===== config.mk =====
export PLATFORM = sky130hd
export DESIGN_NAME = cam_capture
export DESIGN_NICKNAME = d
export VERILOG_FILES = /design/src/rtl/cam_capture.sv
export SDC_FILE = /design/constraint.sdc
export NUM_CORES = 1
export LEC_CHECK = 0
export CAP_MARGIN = 5
export CORE_MARGIN = 3
export CORE_UTILIZATION = 41
export DETAILED_ROUTE_END_ITERATION = 8
export PLACE_DENSITY = 0.61
export SLEW_MARGIN = 20
export SYNTH_ARGS = -nofsm -noshare
export SYNTH_HDL_FRONTEND = slang
export SYNTH_SLANG_ARGS = --single-unit

===== constraint.sdc =====
create_clock -name clk -period 1.7 [get_ports clk]
set_input_delay 0.34 -clock clk [delete_from_list [all_inputs] [get_ports clk]]
set_output_delay 0.34 -clock clk [all_outputs]
set_load 0.02 [all_outputs]

===== src/rtl/cam_capture.sv =====
// Camera pixel-interface receiver: synchronises pclk/href/vsync/data into clk and emits RGB565 pixels with x/y.
// Optional CAM_CAPTURE_RGB332_EN: pix_data carries the truncated RGB332 form of each pixel instead.
module cam_capture #(
   parameter int H_PIXELS    = 640,
   parameter int V_LINES     = 480,
   parameter int SYNC_STAGES = 2
) (
   input  logic        clk,
   input  logic        reset,
   input  logic        enable,
   input  logic        clr_err,
   input  logic        cam_pclk,
   input  logic        cam_href,
   input  logic        cam_vsync,
   input  logic [7:0]  cam_data,
   input  logic        fifo_full,
   output logic        pix_wr,
   output logic [15:0] pix_data,
   output logic [9:0]  pix_x,
   output logic [8:0]  pix_y,
   output logic        frame_start,
   output logic        frame_done,
   output logic        overflow,
   output logic        line_err
);

   localparam int CW = 11;
   localparam logic [9:0] H_MAX = 10'(H_PIXELS);
   localparam logic [8:0] V_MAX = 9'(V_LINES);

   typedef enum logic [1:0] {IDLE, WAIT_LINE, BYTE_LO, BYTE_HI} state_t;

   logic [SYNC_STAGES*CW-1:0] sync_q;
   logic [CW-1:0] sync_last;
   logic [CW-1:0] cam_q;
   logic          pclk_prev_q, href_prev_q, vs_prev_q;
   logic          rise_q, href_fall_q, vs_rise_q, vs_fall_q, href_lvl_q;
   logic [7:0]    byte_q;

   state_t        state_q;
   logic [7:0]    byte0_q;
   logic [9:0]    x_q;
   logic [8:0]    y_q, y_d;
   logic [15:0]   word, pix_fmt;
   logic          pix_wr_q, frame_start_q, frame_done_q, overflow_q, line_err_q;
   logic [15:0]   pix_data_q;
   logic [9:0]    pix_x_q;
   logic [8:0]    pix_y_q;

   assign sync_last = sync_q[SYNC_STAGES*CW-1 -: CW];

   // All four camera inputs share one chain so href/vsync/data stay aligned with pclk
   always_ff @(posedge clk) begin
      if (reset) begin
         sync_q      <= '0;
         cam_q       <= '0;
         pclk_prev_q <= 1'b0;
         href_prev_q <= 1'b0;
         vs_prev_q   <= 1'b0;
         rise_q      <= 1'b0;
         href_fall_q <= 1'b0;
         vs_rise_q   <= 1'b0;
         vs_fall_q   <= 1'b0;
         href_lvl_q  <= 1'b0;
         byte_q      <= '0;
      end else begin
         sync_q      <= {sync_q[(SYNC_STAGES-1)*CW-1:0], cam_vsync, cam_href, cam_pclk, cam_data};
         cam_q       <= sync_last;
         pclk_prev_q <= cam_q[8];
         href_prev_q <= cam_q[9];
         vs_prev_q   <= cam_q[10];
         rise_q      <= cam_q[8] & ~pclk_prev_q;
         href_fall_q <= ~cam_q[9] & href_prev_q;
         vs_rise_q   <= cam_q[10] & ~vs_prev_q;
         vs_fall_q   <= ~cam_q[10] & vs_prev_q;
         href_lvl_q  <= cam_q[9];
         byte_q      <= cam_q[7:0];
      end
   end

   assign word = {byte0_q, byte_q};
`ifdef CAM_CAPTURE_RGB332_EN
   assign pix_fmt = {8'h00, word[15:13], word[10:8], word[4:3]};
`else
   assign pix_fmt = word;
`endif

   always_comb begin
      y_d = y_q;
      if (y_q < V_MAX) y_d = y_q + 9'd1;
   end

   always_ff @(posedge clk) begin
      if (reset) begin
         state_q       <= IDLE;
         byte0_q       <= '0;
         x_q           <= '0;
         y_q           <= '0;
         pix_wr_q      <= 1'b0;
         pix_data_q    <= '0;
         pix_x_q       <= '0;
         pix_y_q       <= '0;
         frame_start_q <= 1'b0;
         frame_done_q  <= 1'b0;
         overflow_q    <= 1'b0;
         line_err_q    <= 1'b0;
      end else begin
         pix_wr_q      <= 1'b0;
         frame_start_q <= 1'b0;
         frame_done_q  <= 1'b0;
         // Error sets below come later in the block, so they win over a same-cycle clear
         if (clr_err) begin
            overflow_q <= 1'b0;
            line_err_q <= 1'b0;
         end
         if (state_q == IDLE) begin
            if (vs_fall_q && enable) begin
               state_q       <= WAIT_LINE;
               frame_start_q <= 1'b1;
               y_q           <= '0;
            end
         end else if (vs_rise_q) begin
            state_q      <= IDLE;
            frame_done_q <= 1'b1;
            if (href_lvl_q) line_err_q <= 1'b1;
         end else begin
            case (state_q)
               WAIT_LINE: begin
                  if (rise_q && href_lvl_q) begin
                     byte0_q <= byte_q;
                     x_q     <= '0;
                     state_q <= BYTE_LO;
                  end
               end
               BYTE_LO: begin
                  if (href_fall_q) begin
                     line_err_q <= 1'b1;
                     y_q        <= y_d;
                     state_q    <= WAIT_LINE;
                  end else if (rise_q && href_lvl_q) begin
                     state_q <= BYTE_HI;
                     if (x_q >= H_MAX) begin
                        line_err_q <= 1'b1;
                     end else begin
                        x_q <= x_q + 10'd1;
                        if (y_q < V_MAX) begin
                           if (fifo_full) begin
                              overflow_q <= 1'b1;
                           end else begin
                              pix_wr_q   <= 1'b1;
                              pix_data_q <= pix_fmt;
                              pix_x_q    <= x_q;
                              pix_y_q    <= y_q;
                           end
                        end
                     end
                  end
               end
               BYTE_HI: begin
                  if (href_fall_q) begin
                     y_q     <= y_d;
                     state_q <= WAIT_LINE;
                  end else if (rise_q && href_lvl_q) begin
                     byte0_q <= byte_q;
                     state_q <= BYTE_LO;
                  end
               end
               default: state_q <= IDLE;
            endcase
         end
      end
   end

   assign pix_wr      = pix_wr_q;
   assign pix_data    = pix_data_q;
   assign pix_x       = pix_x_q;
   assign pix_y       = pix_y_q;
   assign frame_start = frame_start_q;
   assign frame_done  = frame_done_q;
   assign overflow    = overflow_q;
   assign line_err    = line_err_q;

endmodule


==> results.md, run 1 <==
* Status: complete, no violations
* R2R Setup Slk at 100 ps
* Sequential power share at 43.3%
* WL/cell at 12.4 µm
* CTS tree: built
* Mapped Avg Cell Area at 9.39 µm²
* FF+latch count, synth at 117
* Period minus WS final at 1600 ps
* # fillers at 881
* Net switching power at 1.44 mW
* Reg2Reg Launch Point: href_fall_q$_SDFF_PP0_
* Hold wc startpoint: reset
* Hold path cells at 2
* Final Hold Vio Count at 0
* Min-Delay Endpoint: sync_q[21]$_SDFF_PP0_
* Rows at 35
* Yosys cell types at 46
* Sw frac at 22.4%
* Main flop type after synthesis: dfxtp_1
* DR DRC count at 0
* Reg-to-Reg End: y_q[7]$_SDFFE_PP0P_
* Worst EP arrival at 2030 ps
* Via-to-Cell Ratio at 4.84
* Area of the mapped netlist at 0.00410 mm²
* Iter 0 DRT Violations at 114
* Most common cell after layout, fill and taps aside: dfxtp_1
* Power Total at 6.44 mW
* Chip height at 106 µm
* Static leakage at 2.24 nW
* Max-Cap Viols at 0
* Peak VDD IR at 0.650 mV
* Worst setup EP type: flop
* Cell Int Power at 5.00 mW
* CP Max Fanout at 10
* Worst-skew pair later-pin latency at 510 ps
* Initial Util at 43.4%
* Comb power frac at 1.9%
* Ports at 56
* Routed Antenna Nets at 0
* Worst setup margin at 105 ps
* Place WS at -144 ps
* Worst-path clk slew at 60 ps
* Final Core Density at 58.0%
* Total Routing Usage GR at 15.4%
* Final setup violation count at 0
* Post-Syn Instances at 437
* Vias in the first global route at 2993
* Largest net degree at the start of global routing at 60
* CTS Root Cell: clkbuf_8
* Core area at 0.00946 mm²
* Clk sinks at 117
* Die Area at 0.0112 mm²
* Detailed placer's ending HPWL at 5.37 mm
* Antenna Cells at 0
* Least-Margin Pin Slew at 402 ps
* WHS at 244 ps
* Worst-case clock skew at 6.14 ps
* Total CTS buffers at 17
* Worst EP required at 2140 ps
* GRT met1 Usage at 20.0%
* RSZ-0062 raised after global routing: false
* Power per cell area at 1170 mW/mm²
* CP max stage cell: or4_1
* Crit Path Class: flop to flop
* Routed wire length at 8.09 mm
* Slew margin rel. at 73.2%
* Routability Congestion at 0.859
* Nets at 532
* First-pass GRT wire length at 13.9 mm
* Commonest cells after routing, fill and taps aside: dfxtp_1, nand2_1, a21oi_1
* Initial antenna violation count at 0
* Crit path cell chain: and3b_1 > a32oi_4 > or4_1 > a21oi_1
* I/O Buffers at 55
* YS warnings at 0
* GR peak layer: met2
* Register area share after synthesis at 57.1%
* Syn Nets at 456
* Period utilization at 93.8%
* H-tree depth at 4
* GRT overflow at 0
* First-pass DRT Iterations at 5
* Startpoint types: flop
* Max Transition Viols Final at 0
* Met2 Use GR at 24.0%
* Met3 Resource Use GR at 4.37%
* Cells on worst reg2reg path at 4
* Async SR Flop Fraction at 0%
* Vias at 3168
* Slowest stage delay, CP at 500 ps
* Fmax at 627 MHz
* Post-synth EDFFs at 0
* Die Wd at 106 µm
* Max Root-Sink Buffers at 2
* Share of cells above drive strength 1 at 13.7%
* Clock share of power at 54.8%
* Hold Crit Class: input port to flop
* Layout area overhead at 33.7%
power groups by stage:
stage / clock, mW / combinational (mW) / sequential [mW]
after floorplan: 0 / 0.0680 / 2.85
after global placement: 0 / 0.122 / 2.85
after detailed placement: 0 / 0.123 / 2.85
after CTS: 3.61 / 0.124 / 2.79
after global routing: 3.75 / 0.137 / 2.79
final: 3.53 / 0.122 / 2.79
state kept, by name, indices dropped and copies added (netlist names), 2 cells and up:
register,flops
x_q,10
pix_y,9
y_q,9
sync_q,22
state_q,2
cam_q,11
pix_x,10
byte0_q,8
byte_q,8
pix_data,16
Yosys cell counts (3+ instances only):
master | n | area, µm²
a21oi_1 | 55 | 275
and3_1 | 3 | 18.8
and4_1 | 3 | 26.3
buf_2 | 6 | 30.0
clkbuf_1 | 14 | 52.6
dfxtp_1 | 117 | 2340
ha_1 | 3 | 37.5
inv_1 | 7 | 26.3
mux2i_1 | 8 | 80.1
nand2_1 | 81 | 304
nand3_1 | 10 | 50.1
nand4_1 | 5 | 31.3
nor2_1 | 10 | 37.5
nor2b_1 | 47 | 294
nor3_1 | 4 | 20.0
nor3b_1 | 3 | 22.5
o21ai_0 | 14 | 70.1
or3_1 | 11 | 68.8
or4_1 | 3 | 22.5
worst max-delay path, delay by kind of cell, from the launching register on:
kind	cells	cell delay, ps
AOI/OAI and AO/OA	2	270
DFF	1	430
and+or+nand+nor	2	820
repair_timing:
action	in CTS	in global routing
resized for setup	40	2
setup buffers	0	1
hold buffers	0	0
setup endpoints to repair	40	9
pin swaps	0	1
cell families (layout without fill, tap and decap cells):
group           after synthesis  count (layout)  share of synthesized area, %
simple gates                193             193                          24.9
flops                       117             117                          57.1
compound gates               84              84                          11.4
buf+inv                      31             120                          3.48
mux                           8               8                          1.95
fa+ha+maj                     3               3                         0.915
xor+xnor                      1               1                         0.214
metal layers:
layer / up-vias / routed length [µm] / share of wire (%)
li1: 1637 / - / -
met1: 1460 / 3880 / 48
met2: 57 / 3830 / 47
met3: 14 / 268 / 3.3
met4: 0 / 114 / 1.4
met5: - / 0 / 0
area by class of cell:
| type | instances | area (µm²) | area share [%] |
|---|---|---|---|
| multi-input combinational | 289 | 1630 | 29.7 |
| tap | 129 | 161 | 2.94 |
| clock inverter | 15 | 181 | 3.31 |
| timing repair buffer | 81 | 728 | 13.3 |
| sequential | 117 | 2340 | 42.7 |
| clock buffer | 17 | 414 | 7.55 |
| inverter | 7 | 26.3 | 0.479 |
per-stage QoR:
| step | setup TNS (ps) | area [µm²] | instances |
|---|---|---|---|
| 2_1_floorplan | 0 | 4100 | 437 |
| 4_1_cts | 0 | 5460 | 654 |
| 6_report | 0 | 5480 | 655 |
| 3_5_place_dp | -3790 | 4920 | 622 |
| 5_1_grt | 0 | 5480 | 655 |
| 3_3_place_gp | -3420 | 4920 | 622 |
how the worst max path moves through the flow:
stage | from | to | slack [ps] | depth (start not counted)
floorplan | state_q[0]$_SDFFE_PP0P_ | y_q[4]$_SDFFE_PP0P_ | 260 | 6
global placement | fifo_full | pix_data[6]$_SDFFE_PP0P_ | -110 | 6
detailed placement | fifo_full | pix_x[4]$_SDFFE_PP0P_ | -140 | 6
CTS | vs_rise_q$_SDFF_PP0_ | y_q[8]$_SDFFE_PP0P_ | 10 | 5
global route | state_q[1]$_SDFFE_PP0P_ | pix_x[4]$_SDFFE_PP0P_ | 0.2 | 6
finish | href_fall_q$_SDFF_PP0_ | y_q[7]$_SDFFE_PP0P_ | 100 | 4
(Power assumes the default switching activity.)
==> run 2, diff against run 1 <==
--- a/config.mk
+++ b/config.mk
@@ -9,6 +9,7 @@
 export CORE_MARGIN = 3
 export CORE_UTILIZATION = 41
 export DETAILED_ROUTE_END_ITERATION = 8
+export MAX_ROUTING_LAYER = met4
 export PLACE_DENSITY = 0.61
 export SLEW_MARGIN = 20
 export SYNTH_ARGS = -nofsm -noshare
==> run 2 against run 1 <==
Effect of this change:
- utilization stayed put
- final cell count stayed put
- sequential share of layout area stayed put
- clock skew hardly changed
- non-clock buffer count stayed put
- fmax is 0.22% higher
- final area stayed put
- first-iteration DRC count is 5.3% lower
- critical endpoint unchanged
- largest power group unchanged
- highest routed layer unchanged
==> results.md, run 2 (synthesis results as in run 1) <==
* Max FFs per register at 22
* Final setup violation count at 0
* Detailed placer's ending HPWL at 5.37 mm
* I/O Buffers at 55
* Reg2Reg Launch Point: href_fall_q$_SDFF_PP0_
* Share of cells above drive strength 1 at 13.7%
* Top reg by flops: sync_q
* Routability Congestion at 0.873
* Total Routing Usage GR at 15.8%
* Max Transition Viols Final at 0
* Worst setup margin at 108 ps
* Layout area overhead at 33.7%
* Worst-case clock skew at 6.23 ps
* WHS at 243 ps
* DR DRC count at 0
* Worst EP arrival at 2030 ps
* Setup TNS at 0 ps
* Sequential power share at 43.3%
* Hold wc startpoint: reset
* Rows at 35
* Status: complete, no violations
* H-tree depth at 4
* Min-Delay Endpoint: sync_q[21]$_SDFF_PP0_
* Initial Util at 43.4%
* Worst-skew pair later-pin latency at 510 ps
* Clock share of power at 54.8%
* Total CTS buffers at 17
* Antenna Cells at 0
* Ports at 56
* Vias in the first global route at 2992
* First-pass GRT wire length at 13.9 mm
* Initial antenna violation count at 0
* CTS tree: built
* RSZ-0062 raised after global routing: false
* Commonest cells after routing, fill and taps aside: dfxtp_1, nand2_1, a21oi_1
* Slew margin rel. at 73.2%
* Power Total at 6.44 mW
* Crit Path Class: flop to flop
* Vias at 3157
* Routed Antenna Nets at 0
* Net switching power at 1.44 mW
* Sw frac at 22.4%
* Period utilization at 93.6%
* Final Core Density at 58.0%
* GRT overflow at 0
* Die Area at 0.0112 mm²
* Least-Margin Pin Slew at 402 ps
* Routed wire length at 8.09 mm
* Period minus WS final at 1590 ps
* Worst setup EP type: flop
* Final Hold Vio Count at 0
* Max Root-Sink Buffers at 2
* Startpoint types: flop
* Hold Crit Class: input port to flop
* Place WS at -144 ps
* Via-to-Cell Ratio at 4.82
* Nets at 532
* Peak VDD IR at 0.652 mV
* Clk sinks at 117
* Die Wd at 106 µm
* Comb power frac at 1.9%
* CTS Root Cell: clkbuf_8
* WL/cell at 12.4 µm
* Iter 0 DRT Violations at 108
* Worst-path clk slew at 60 ps
* First-pass DRT Iterations at 4
* Fmax at 628 MHz
* Hold path cells at 2
* Static leakage at 2.24 nW
* Reg-to-Reg End: y_q[7]$_SDFFE_PP0P_
* Cell Int Power at 5.00 mW
* Max-Cap Viols at 0
* Core area at 0.00946 mm²
* R2R Setup Slk at 110 ps
* Largest net degree at the start of global routing at 60
* Worst EP required at 2140 ps
* Most common cell after layout, fill and taps aside: dfxtp_1
* Chip height at 106 µm
* Power per cell area at 1170 mW/mm²
* Cells on worst reg2reg path at 4
* CP Max Fanout at 10
* # fillers at 881
* Post-CTS Hold Buffers at 0
## run 2: cell counts in the layout (fill, tap and decap cells not counted)
No cell type changed its count.
## run 2: worst max path at each step
stage | from | end | slack [ps] | cells after the start
after global routing | state_q[1]$_SDFFE_PP0P_ | pix_x[4]$_SDFFE_PP0P_ | 0.2 | 6
after detailed placement | fifo_full | pix_x[4]$_SDFFE_PP0P_ | -140 | 6
after CTS | vs_rise_q$_SDFF_PP0_ | y_q[8]$_SDFFE_PP0P_ | 10 | 5
final | href_fall_q$_SDFF_PP0_ | y_q[7]$_SDFFE_PP0P_ | 110 | 4
after global placement | fifo_full | pix_data[6]$_SDFFE_PP0P_ | -110 | 6
after floorplan | state_q[0]$_SDFFE_PP0P_ | y_q[4]$_SDFFE_PP0P_ | 260 | 6
## run 2: final cells by class
class / instances / area [µm²] / share of cell area [%]
repair buffers: 81 / 728 / 13.3
multi-input cells: 289 / 1630 / 29.7
inverters: 7 / 26.3 / 0.479
flip-flops and latches: 117 / 2340 / 42.7
clock buffers: 17 / 414 / 7.55
well taps: 129 / 161 / 2.94
clock inverters: 15 / 181 / 3.31
## run 2: timing repair
action | CTS | global route
buffers inserted | 0 | 1
resized for setup | 40 | 2
setup endpoints to repair | 40 | 9
pin swaps | 0 | 1
## run 2: through the flow
| step | instances | cell area (µm²) |
|---|---|---|
| 2_1_floorplan | 437 | 4100 |
| 3_3_place_gp | 622 | 4920 |
| 3_5_place_dp | 622 | 4920 |
| 4_1_cts | 654 | 5460 |
| 5_1_grt | 655 | 5480 |
| 6_report | 655 | 5480 |
## run 2: routing by layer
layer,track usage [%],up-vias,share of wire (%)
li1,-,1637,-
met3,4.25,13,3.0
met1,20.2,1454,48
met2,24.0,53,47
met4,6.20,0,1.4
met5,-,-,0
## run 2: critical path: stages, from the launching register on
cell and delay, ps:
dfxtp_1 430, and3b_1 320, a32oi_4 130, or4_1 500, a21oi_1 140
## run 2: power groups by stage
stage / sequential, mW / clock, mW / combinational (mW)
after floorplan: 2.85 / 0 / 0.0680
after global placement: 2.85 / 0 / 0.122
after detailed placement: 2.85 / 0 / 0.123
after CTS: 2.79 / 3.61 / 0.124
after global routing: 2.79 / 3.75 / 0.137
final: 2.79 / 3.53 / 0.122
==> run 3, diff against run 2 <==
--- a/config.mk
+++ b/config.mk
@@ -9,7 +9,6 @@
 export CORE_MARGIN = 3
 export CORE_UTILIZATION = 41
 export DETAILED_ROUTE_END_ITERATION = 8
-export MAX_ROUTING_LAYER = met4
 export PLACE_DENSITY = 0.61
 export SLEW_MARGIN = 20
 export SYNTH_ARGS = -nofsm -noshare
==> constraint.sdc (replaced) <==
create_clock -name clk -period 1.5 [get_ports clk]
set_input_delay 0.3 -clock clk [delete_from_list [all_inputs] [get_ports clk]]
set_output_delay 0.3 -clock clk [all_outputs]
set_load 0.02 [all_outputs]
==> run 3 against run 2 <==
Effect of this change:
- final cell count increased by 1.5%
- fmax increased by 6.2%
- global-route usage increased by 0.38 points
- clock skew increased by 2.3 ps
- count of clock-buffer cells in the layout unchanged
- worst hold slack got worse by 21 ps
- combinational power increased by 17%
- largest cell class unchanged
==> results.md, run 3 (synthesis results as in run 1) <==
* Status: complete, no violations
* Final setup violation count at 0
* Worst EP arrival at 1930 ps
* First-pass DRT Iterations at 4
* Hold Crit Class: input port to flop
* Initial Util at 43.4%
* Core area at 0.00946 mm²
* DR DRC count at 0
* Net switching power at 1.64 mW
* Comb power frac at 2.0%
* Ports at 56
* Power Total at 7.12 mW
* CTS tree: built
* Power per cell area at 1270 mW/mm²
* Sw frac at 23.0%
* WHS at 222 ps
* Clk sinks at 117
* Cell Int Power at 5.48 mW
* Nets at 542
* Critical Path Start: vs_rise_q$_SDFF_PP0_
* Antenna Cells at 0
* Die Wd at 106 µm
* GRT overflow at 0
* Crit path cell chain: buf_4 > and4bb_2 > and4_4 > buf_12 > nand2_1 > a21oi_2
* Vias at 3250
* CP max stage cell: dfxtp_2
* RSZ-0062 raised after global routing: true
* Detailed placer's ending HPWL at 5.57 mm
* Routability Congestion at 0.886
* Initial antenna violation count at 0
* Total CTS buffers at 17
* Fmax at 667 MHz
* Hold wc startpoint: reset
* Rows at 35
* Hold path cells at 2
* Chip height at 106 µm
* Commonest cells after routing, fill and taps aside: dfxtp_1, nand2_1, nor2b_1
* Cells on worst reg2reg path at 6
* I/O Buffers at 55
* Max FFs per register at 22
* Max Root-Sink Buffers at 2
* First-pass GRT wire length at 14.6 mm
* Reg-to-Reg End: pix_data[1]$_SDFFE_PP0P_
* Startpoint types: flop
* Place WS at -335 ps
* Vias in the first global route at 3171
* CTS Root Cell: clkbuf_8
* Post-Layout Inst Area at 0.00561 mm²
* GRT met1 Usage at 20.1%
* Largest net degree at the start of global routing at 61
* Layout area overhead at 36.8%
* Die Area at 0.0112 mm²
* Worst-path clk slew at 60 ps
* Routed wire length at 8.60 mm
* Worst setup EP type: flop
* Peak VDD IR at 0.675 mV
* Period utilization at 99.9%
* GR peak layer: met2
* Slowest stage delay, CP at 340 ps
* Area of the multi-input gates at 0.00169 mm²
* Max Transition Viols Final at 0
* Max-Cap Viols at 0
* Share of cells above drive strength 1 at 22.9%
* Final Hold Vio Count at 0
* CP Max Fanout at 18
* Clock share of power at 53.6%
* Met3 Resource Use GR at 4.86%
* Via-to-Cell Ratio at 4.89
* Worst-skew pair later-pin latency at 500 ps
* Total Routing Usage GR at 16.2%
* Iter 0 DRT Violations at 146
* Post-DP Area at 0.00498 mm²
* Post-CTS Hold Buffers at 0
* Sequential power share at 44.4%
* Most common cell after layout, fill and taps aside: dfxtp_1
* Period minus WS final at 1500 ps
* R2R Setup Slk at 0.9 ps
* H-tree depth at 4
* Worst-case clock skew at 8.50 ps
* Worst EP required at 1930 ps
* Reg2Reg Launch Point: vs_rise_q$_SDFF_PP0_
* # fillers at 852
* Slew margin rel. at 71.3%
* Least-Margin Pin Slew at 431 ps
* WL/cell at 12.9 µm
* Static leakage at 2.16 nW
* Crit Path Class: flop to flop
* Min-Delay Endpoint: sync_q[10]$_SDFF_PP0_
* Routed Antenna Nets at 0
* Met2 Use GR at 27.0%
* Sequential cell area at 0.00235 mm²
* Worst setup margin at 0.880 ps
* Top reg by flops: sync_q
[run 3: cell types whose count changed in the layout (fill, tap and decap cells not counted), moves of 4 or more]
cell,before,now
dfxtp_1,116,111
clkbuf_2,0,15
dlygate4sd2_1,40,4
a21oi_1,55,42
buf_4,23,30
clkdlybuf4s15_1,0,18
a21oi_2,1,14
dfxtp_2,1,5
[run 3: critical path: cells and delay by family, from the launching register on]
kind | cells | cell delay (ps)
buf+inv | 2 | 300
flops | 1 | 340
simple gates | 3 | 680
compound gates | 1 | 130
[run 3: area by class of cell]
class,count,share of cell area (%)
Clock buffer,17,7.38
Clock inverter,15,2.83
Inverter,7,0.468
Multi-Input combinational cell,289,30.2
Sequential cell,117,41.9
Tap cell,129,2.88
Timing Repair Buffer,91,14.3
[run 3: power by group through the flow]
stage	combinational [mW]	sequential (mW)	clock, mW
2_1_floorplan	0.0771	3.23	0
3_3_place_gp	0.139	3.23	0
3_5_place_dp	0.141	3.23	0
4_1_cts	0.143	3.16	3.90
5_1_grt	0.159	3.16	4.07
6_report	0.143	3.16	3.82
[run 3: timing repair]
action	in CTS	in global routing
gates cloned	1	0
setup endpoints to repair	86	79
pin swaps	4	9
gates resized for setup	71	54
setup buffers	0	1
[run 3: worst max path at each step]
stage	end	slack [ps]	depth (start not counted)
finish	pix_data[1]$_SDFFE_PP0P_	0.9	6
global route	pix_x[7]$_SDFFE_PP0P_	-70	6
CTS	pix_data[1]$_SDFFE_PP0P_	-9	6
detailed placement	pix_data[9]$_SDFFE_PP0P_	-340	6
global placement	pix_data[1]$_SDFFE_PP0P_	-270	6
floorplan	y_q[4]$_SDFFE_PP0P_	60	6
[run 3: routing by layer]
metal  vias to the layer above  wire [µm]
li1                       1656          -
met1                      1519       3960
met2                        70       4210
met3                         5        374
met4                         0         51
met5                         -          0
[run 3: stage by stage]
stage / instances / TNS (ps) / utilization (%)
final: 665 / 0 / 59.3
after global placement: 631 / -10260 / 52.7
after CTS: 664 / -11.1 / 59.1
after floorplan: 437 / 0 / -
after global routing: 665 / -1920 / 59.3
after detailed placement: 631 / -11810 / 52.7
